## src/rtl/ram_reg_param_if.sv

```systemverilog
// Access bus between a simple master and ram_reg_param: strobe, write enable,
// address and write data in one direction; read data and status flags back.
interface ram_reg_param_if #(
  parameter int DATA_W = 8,
  parameter int ADDR_W = 5
);
  logic              EN;
  logic              WE;
  logic [ADDR_W-1:0] address;
  logic [DATA_W-1:0] D;
  logic [DATA_W-1:0] Q;
  logic              QValid;
  logic              busy;
  logic              WErr;

  modport master (
    output EN, WE, address, D,
    input  Q, QValid, busy, WErr
  );

  modport slave (
    input  EN, WE, address, D,
    output Q, QValid, busy, WErr
  );
endinterface

```

## src/rtl/ram_reg_param.sv

```systemverilog
// Single-port synchronous RAM with a post-reset fill sequencer, a read-only
// low-address region and a one-cycle registered read port.
module ram_reg_param #(
  parameter int DATA_W     = 8,
  parameter int ADDR_W     = 5,
  parameter int INIT_MODE  = 0,
  parameter int PROT_N     = 0,
  parameter int WR_THROUGH = 0
) (
  input  logic            clock,
  input  logic            reset,
  ram_reg_param_if.slave  bus
);
  localparam int DEPTH = 2 ** ADDR_W;

  typedef enum logic {
    ST_INIT  = 1'b0,
    ST_READY = 1'b1
  } state_t;

  state_t              state_q, state_d;
  logic [ADDR_W-1:0]   cnt_q, cnt_d;
  logic [DATA_W-1:0]   q_q, q_d;
  logic                qvalid_q, qvalid_d;
  logic                werr_q, werr_d;

  logic [DATA_W-1:0]   mem_q [DEPTH];
  logic                mem_we;
  logic [ADDR_W-1:0]   mem_waddr;
  logic [DATA_W-1:0]   mem_wdata;
  logic [DATA_W-1:0]   pattern;
  logic [DATA_W-1:0]   rd_word;
  logic                prot_hit;
  logic                init_last;

  // Fill pattern per bit: index mode zero-extends or truncates the counter.
  for (genvar gi = 0; gi < DATA_W; gi++) begin : g_pat
    if (INIT_MODE == 1) begin : g_idx
      if (gi < ADDR_W) begin : g_bit
        assign pattern[gi] = cnt_q[gi];
      end else begin : g_pad
        assign pattern[gi] = 1'b0;
      end
    end else if (INIT_MODE == 2) begin : g_ones
      assign pattern[gi] = 1'b1;
    end else begin : g_zero
      assign pattern[gi] = 1'b0;
    end
  end

  if (PROT_N <= 0) begin : g_prot_none
    assign prot_hit = 1'b0;
  end else if (PROT_N >= DEPTH) begin : g_prot_all
    assign prot_hit = 1'b1;
  end else begin : g_prot_low
    assign prot_hit = (bus.address < ADDR_W'(PROT_N));
  end

  assign init_last = &cnt_q;
  assign rd_word   = mem_q[bus.address];

  always_comb begin
    state_d   = state_q;
    cnt_d     = cnt_q;
    q_d       = q_q;
    qvalid_d  = 1'b0;
    werr_d    = 1'b0;
    mem_we    = 1'b0;
    mem_waddr = bus.address;
    mem_wdata = bus.D;

    if (state_q == ST_INIT) begin
      mem_we    = 1'b1;
      mem_waddr = cnt_q;
      mem_wdata = pattern;
      werr_d    = bus.EN & bus.WE;
      if (init_last) begin
        state_d = ST_READY;
      end else begin
        cnt_d = cnt_q + 1'b1;
      end
    end else if (bus.EN) begin
      if (bus.WE) begin
        if (prot_hit) begin
          werr_d = 1'b1;
        end else begin
          mem_we = 1'b1;
          if (WR_THROUGH != 0) begin
            q_d      = bus.D;
            qvalid_d = 1'b1;
          end
        end
      end else begin
        q_d      = rd_word;
        qvalid_d = 1'b1;
      end
    end

    // Reset wins over both the sequencer and any user access on that edge.
    if (reset) begin
      mem_we = 1'b0;
    end
  end

  always_ff @(posedge clock) begin
    if (reset) begin
      state_q  <= ST_INIT;
      cnt_q    <= '0;
      q_q      <= '0;
      qvalid_q <= 1'b0;
      werr_q   <= 1'b0;
    end else begin
      state_q  <= state_d;
      cnt_q    <= cnt_d;
      q_q      <= q_d;
      qvalid_q <= qvalid_d;
      werr_q   <= werr_d;
    end
  end

  always_ff @(posedge clock) begin
    if (mem_we) begin
      mem_q[mem_waddr] <= mem_wdata;
    end
  end

  assign bus.Q      = q_q;
  assign bus.QValid = qvalid_q;
  assign bus.WErr   = werr_q;
  assign bus.busy   = (state_q == ST_INIT);
endmodule

```

## src/flat_wrapper.sv

```systemverilog
// flat-port wrapper written by rule: the top's interface ports become plain ports
module ram_reg_param_flat 
#(
  parameter int DATA_W     = 8,
  parameter int ADDR_W     = 5,
  parameter int INIT_MODE  = 0,
  parameter int PROT_N     = 0,
  parameter int WR_THROUGH = 0
)
  (clock, reset, bus_EN, bus_WE, bus_address, bus_D, bus_Q, bus_QValid, bus_busy, bus_WErr);
  ram_reg_param_if #(.DATA_W(DATA_W), .ADDR_W(ADDR_W)) bus_i ();
  input  logic clock;
  input  logic reset;
  input wire logic [$bits(bus_i.EN)-1:0] bus_EN;
  input wire logic [$bits(bus_i.WE)-1:0] bus_WE;
  input wire logic [$bits(bus_i.address)-1:0] bus_address;
  input wire logic [$bits(bus_i.D)-1:0] bus_D;
  output wire logic [$bits(bus_i.Q)-1:0] bus_Q;
  output wire logic [$bits(bus_i.QValid)-1:0] bus_QValid;
  output wire logic [$bits(bus_i.busy)-1:0] bus_busy;
  output wire logic [$bits(bus_i.WErr)-1:0] bus_WErr;
  assign bus_i.EN = bus_EN;
  assign bus_i.WE = bus_WE;
  assign bus_i.address = bus_address;
  assign bus_i.D = bus_D;
  assign bus_Q = bus_i.Q;
  assign bus_QValid = bus_i.QValid;
  assign bus_busy = bus_i.busy;
  assign bus_WErr = bus_i.WErr;
  ram_reg_param #(.DATA_W(DATA_W), .ADDR_W(ADDR_W), .INIT_MODE(INIT_MODE), .PROT_N(PROT_N), .WR_THROUGH(WR_THROUGH)) u_core (.clock(clock), .reset(reset), .bus(bus_i));
endmodule
```

## config.mk

```make
export PLATFORM = sky130hd
export DESIGN_NAME = ram_reg_param_flat
export DESIGN_NICKNAME = d
export VERILOG_FILES = /design/src/rtl/ram_reg_param_if.sv /design/src/rtl/ram_reg_param.sv /design/src/flat_wrapper.sv
export SDC_FILE = /design/constraint.sdc
export NUM_CORES = 1
export LEC_CHECK = 0
export BUFFER_PORTS_ARGS = -buffer_cell sky130_fd_sc_hd__buf_2
export CAP_MARGIN = 20
export CORE_ASPECT_RATIO = 1.5
export CORE_MARGIN = 3
export CORE_UTILIZATION = 62
export CTS_CLUSTER_DIAMETER = 50
export DETAILED_ROUTE_END_ITERATION = 6
export GPL_ROUTABILITY_DRIVEN = 0
export HOLD_SLACK_MARGIN = 0.03
export PLACE_DENSITY = 0.9
export REMOVE_ABC_BUFFERS = 1
export SLEW_MARGIN = 10
export SYNTH_ARGS = -nofsm -noshare
export SYNTH_HDL_FRONTEND = slang
export SYNTH_SLANG_ARGS = --single-unit
```

## constraint.sdc

```tcl
create_clock -name clock -period 2.78 [get_ports clock]
set_input_delay 0.556 -clock clock [delete_from_list [all_inputs] [get_ports clock]]
set_output_delay 0.556 -clock clock [all_outputs]
set_load 0.02 [all_outputs]
```

# After elaboration in Yosys (flattened, before gate mapping)
# Memory sizes are Yosys's and may differ from the RTL's. A register that Yosys moved wholly into a read port is not among the register bits.
# Index checks and enable logic that the tools add are counted.
[classes]
addsub = 1
mux = 11
n_bitwise = 5
reduce_logical = 5
[ops]
columns = ["op", "count"]
rows = [
  ["1-bit two-way mux", 9],
  ["8-bit two-way mux", 1],
  ["5-bit by 1-bit adder with 5-bit output, second input constant", 1],
  ["5-bit two-way mux", 1],
  ["5-bit AND reduction", 1],
  ["1-bit inverter", 4],
  ["3-bit AND reduction", 1],
  ["3-bit OR reduction", 1],
  ["2-bit AND reduction", 1],
  ["2-bit OR reduction", 1],
  ["1-bit AND", 1],
]
[word_totals]
ff_bits = 8
mem_bits_rw = 256
inputBits = 17
wordCells = 27
n_memories = 1
[mem_list]
columns = ["name", "depth", "width", "rd", "rd_ports_with_merged_regs", "wr", "line", "source"]
rows = [
  ["u_core.mem_q", 32, 8, 1, 1, 1, "ram_reg_param.sv:27", "logic [DATA_W-1:0] mem_q [DEPTH];"],
]

# Logic depth before layout (Yosys ltp)
[depth]
ltp_word = 6
depth_mapped = 8

# Worst setup path after synthesis
# OpenSTA, ideal clock, no wires.
[synth_timing]
path_type = "input to register"
startpoint = "in bus_address[0]"
endpoint = "mem u_core.mem_q[0][0] (enable)"
setup_time_ns = 0.370
arrival_time_ns = 1.754
required_ns = 2.410
setup_slack_ns = 0.656
stages = 6
path_buffers = 3
cell_sequence = "buf_4 -> buf_12 -> buf_4 -> mux2i_1 -> nand2_1 -> nor2_1"
[synth_between]
elab_chain_len = 1
[synth_lines]
columns = ["item", "line", "source"]
rows = [
  ["start, declared", "flat_wrapper.sv:16", "input wire logic [$bits(bus_i.address)-1:0] bus_address;"],
  ["5-bit two-way mux", "ram_reg_param.sv:72", "if (state_q == ST_INIT) begin"],
  ["end, declared", "ram_reg_param.sv:27", ""],
]
# Every way passes these cells.

# Final worst setup path
[layout_timing]
startpoint = "reg u_core.state_q"
endpoint = "mem u_core.mem_q[20][6] (enable)"
[layout_between]
elab_chain_len = 4
elab_cells_between_ends = 5
cone_classes = "mux (5)"
[layout_lines]
columns = ["item", "line", "source"]
rows = [
  ["start, declared", "ram_reg_param.sv:21", "state_t state_q, state_d;"],
  ["start signal, assigned", "ram_reg_param.sv:113", "state_q <= state_d;"],
  ["1-bit two-way mux", "ram_reg_param.sv:72", ""],
  ["1-bit two-way mux", "ram_reg_param.sv:100", "if (reset) begin"],
  ["1-bit two-way mux", "ram_reg_param.sv:122", "if (mem_we) begin"],
  ["1-bit two-way mux (not written as such)", "ram_reg_param.sv:123", "mem_q[mem_waddr] <= mem_wdata;"],
]
# Parallel ways exist; a longest one is shown, timed or not.

==> metrics.yaml <==
logic_synthesis:
  syn_area_um2: 10930
  yosys_register_bits: 272
  synth.distinct_cells: 35
  ys_seq_area_share_pct: 73.29
  synth_edf_count: 256
  synthArstFlopShare_pct: 0
  syn_inst: 661
  synth_warnings: 0
  synthTopCellsByCount: "edfxtp_1, mux2i_1, a22oi_1, nor2_1, a21oi_1"
  synth_most_common_cell: "edfxtp_1"
  syn_area_per_cell_um2: 16.53
  synth_flop_cell: "edfxtp_1"
  synth_top_area_share_pct: 70.36
  yosys.area.top_type: "edfxtp_1"
  synth_area_leaders: "edfxtp_1, mux2i_1, a22oi_1"
sta:
  max_freq_ghz: 0.4234
  finalMaxSlewViolations: 0
  setup_viol: 0
  fin_crit_ns: 2.362
  relSlewSlack_pct: 61.45
  worst_pin_slew_ns: 0.5774
  fin_skew_ns: 0.009204
  fin_setup_tns_ns: 0
  hold_viol: 0
  rsz0062_at_grt: "false"
  fin_crit_sh_pct: 84.95
grt:
  grt_use_total_pct: 26.63
  antenna_found_initial: 0
  grt_pass1_wl_mm: 38.52
  grt_pass1_vias: 6493
  grt_overflow: 0
  grt_max_degree: 33
setup_path:
  r2r_start: "u_core.state_q$_SDFF_PP0_"
  arrival_ns: 2.57
  cp_max_fo: 20
  r2r_slack_ns: 0.42
  cp-start-kind: "flop"
  r2r_cells: 6
  required_ns: 2.99
  regToRegEndpoint: "u_core.mem_q[20][6]$_DFFE_PP_"
  path_class: "reg2reg"
  endpoint_kind: "flop"
placed_design:
  port_buffers: 27
  hpwl_mm: 15.47
  placed_cells_incl_taps: 920
clocking:
  clk_pin_slew_ns: 0.06
  cts_tree: "yes"
  clockRootBuffer: "clkbuf_16"
  cts.sinks: 272
  cts_buffers: 23
  cts_hold_repair.buffers: 0
  cts_buffer_depth: 3
  cts_resized: 0
  clk_latency_ns: 0.52
  htreeDepth: 1
  post_cts_buffers: 0
run:
  maxCapViolCount: 0
die:
  coreArea_um2: 17050
  fp-row-count: 58
  die_w_um: 114.4
  die_area_um2: 19280
  io_pins: 28
  die_y_um: 168.6
  start_util_pct: 64.06
worst_hold_path:
  hp-class: "in2reg"
  hold_depth: 3
  holdPathEnd: "u_core.bus.WErr$_SDFF_PP0_"
  min-delay-start: "bus_EN"
pwr:
  p_per_area_nw_per_um2: 639.4
  vdd_drop_max_mv: 0.5939
  p_total_w: 0.007818
  p_leak_nw: 4.326
finish:
  drive_gt1_share_pct: 17.71
  diodes: 0
  fin_nets: 754
  area_growth_pct: 11.91
  fin_cells: 961
detailed_routing:
  drtIter0Drc: 764
  wl_mm: 25.33
  via_per_inst: 6.741
  antenna_left: 0
  first_pass_iters: 6
  wl_per_cell_um: 26.36
  drc: 0
  vias: 6478
run_status:
  status: "completed"
[report_power, final]
group	switching (W)	total [W]	internal (W)	leakage [nW]
clock network	0.00135	0.00300	0.00165	0.336
logic	0.000228	0.000366	0.000138	1.60
registers	0.0000138	0.00446	0.00444	2.39
total	0.00159	0.00782	0.00623	4.33
[metal layers]
metal / global-route usage, % / routed length (µm) / share of wire, % / up-vias
li1: - / - / - / 2729
met1: 34.56 / 8876 / 35 / 3183
met2: 43.27 / 12740 / 50 / 469
met3: 4.900 / 2401 / 9.5 / 97
met4: 13.18 / 1313 / 5.2 / 0
met5: 0 / 0 / 0 / -
[registers in the layout, indices dropped and copies added (netlist names)]
| name | count |
|---|---|
| u_core.bus.Q | 8 |
| u_core.bus.WErr | 1 |
| u_core.state_q | 1 |
| u_core.mem_q | 256 |
| u_core.bus.QValid | 1 |
| u_core.cnt_q | 5 |
[how the worst max path moves through the flow]
stage	startpoint	endpoint	slack [ns]	cells after the start
floorplan	u_core.state_q$_SDFF_PP0_	u_core.bus.Q[0]$_SDFFE_PP0P_	0.11	4
global placement	bus_address[0]	u_core.bus.Q[0]$_SDFFE_PP0P_	0.24	7
detailed placement	bus_address[0]	u_core.bus.Q[3]$_SDFFE_PP0P_	0.20	7
CTS	u_core.state_q$_SDFF_PP0_	u_core.mem_q[20][6]$_DFFE_PP_	0.45	6
global route	u_core.state_q$_SDFF_PP0_	u_core.mem_q[20][6]$_DFFE_PP_	0.21	6
finish	u_core.state_q$_SDFF_PP0_	u_core.mem_q[20][6]$_DFFE_PP_	0.42	6
[cells by family after synthesis]
group	Yosys count	synth area share, %
compound gates	114	7.272
buf+inv	40	2.622
mux	132	12.12
simple gates	98	4.226
xor+xnor	3	0.2405
flops	272	73.29
fa+ha+maj	2	0.2290
[final cells by class]
class,count,area (µm²)
clock buffer,33,623.1
clock inverter,8,61.31
fill,938,4827
inverter,1,3.754
multi-input combinational,349,2644
sequential,272,8008
tap,210,262.8
timing repair buffer,88,624.3
[through the flow]
step	setup WS (ns)	cell area [µm²]	util, %	hold slack, ns
floorplan	0.1150	10640	-	0.4857
global placement	0.2414	11540	67.68	0.5128
detailed placement	0.1992	11540	67.68	0.5265
CTS	0.4550	12230	71.69	0.3788
global route	0.2145	12230	71.69	0.4237
finish	0.4184	12230	71.69	0.3792
[layout by cell type (no fill, tap or decap), drive strengths merged, types with 3 or more instances in the layout]
cell type and count:
edfxtp 256, mux2i 130, buf 88, a22oi 64
nor2 47, a21oi 35, clkbuf 33, nand2 18
dfxtp 16, and2 9, or4 8, a211oi 8
clkinv 7, o21ai 6, nor2b 3
[critical path, stage by stage, from the launching register on]
cell and delay (ns):
dfxtp_1 0.69, inv_1 0.13, o31a_1 0.32, nor2_1 0.12, nand2_1 0.35, nor2_1 0.25
buf_4 0.21
Power figures use the tool's default switching activity.
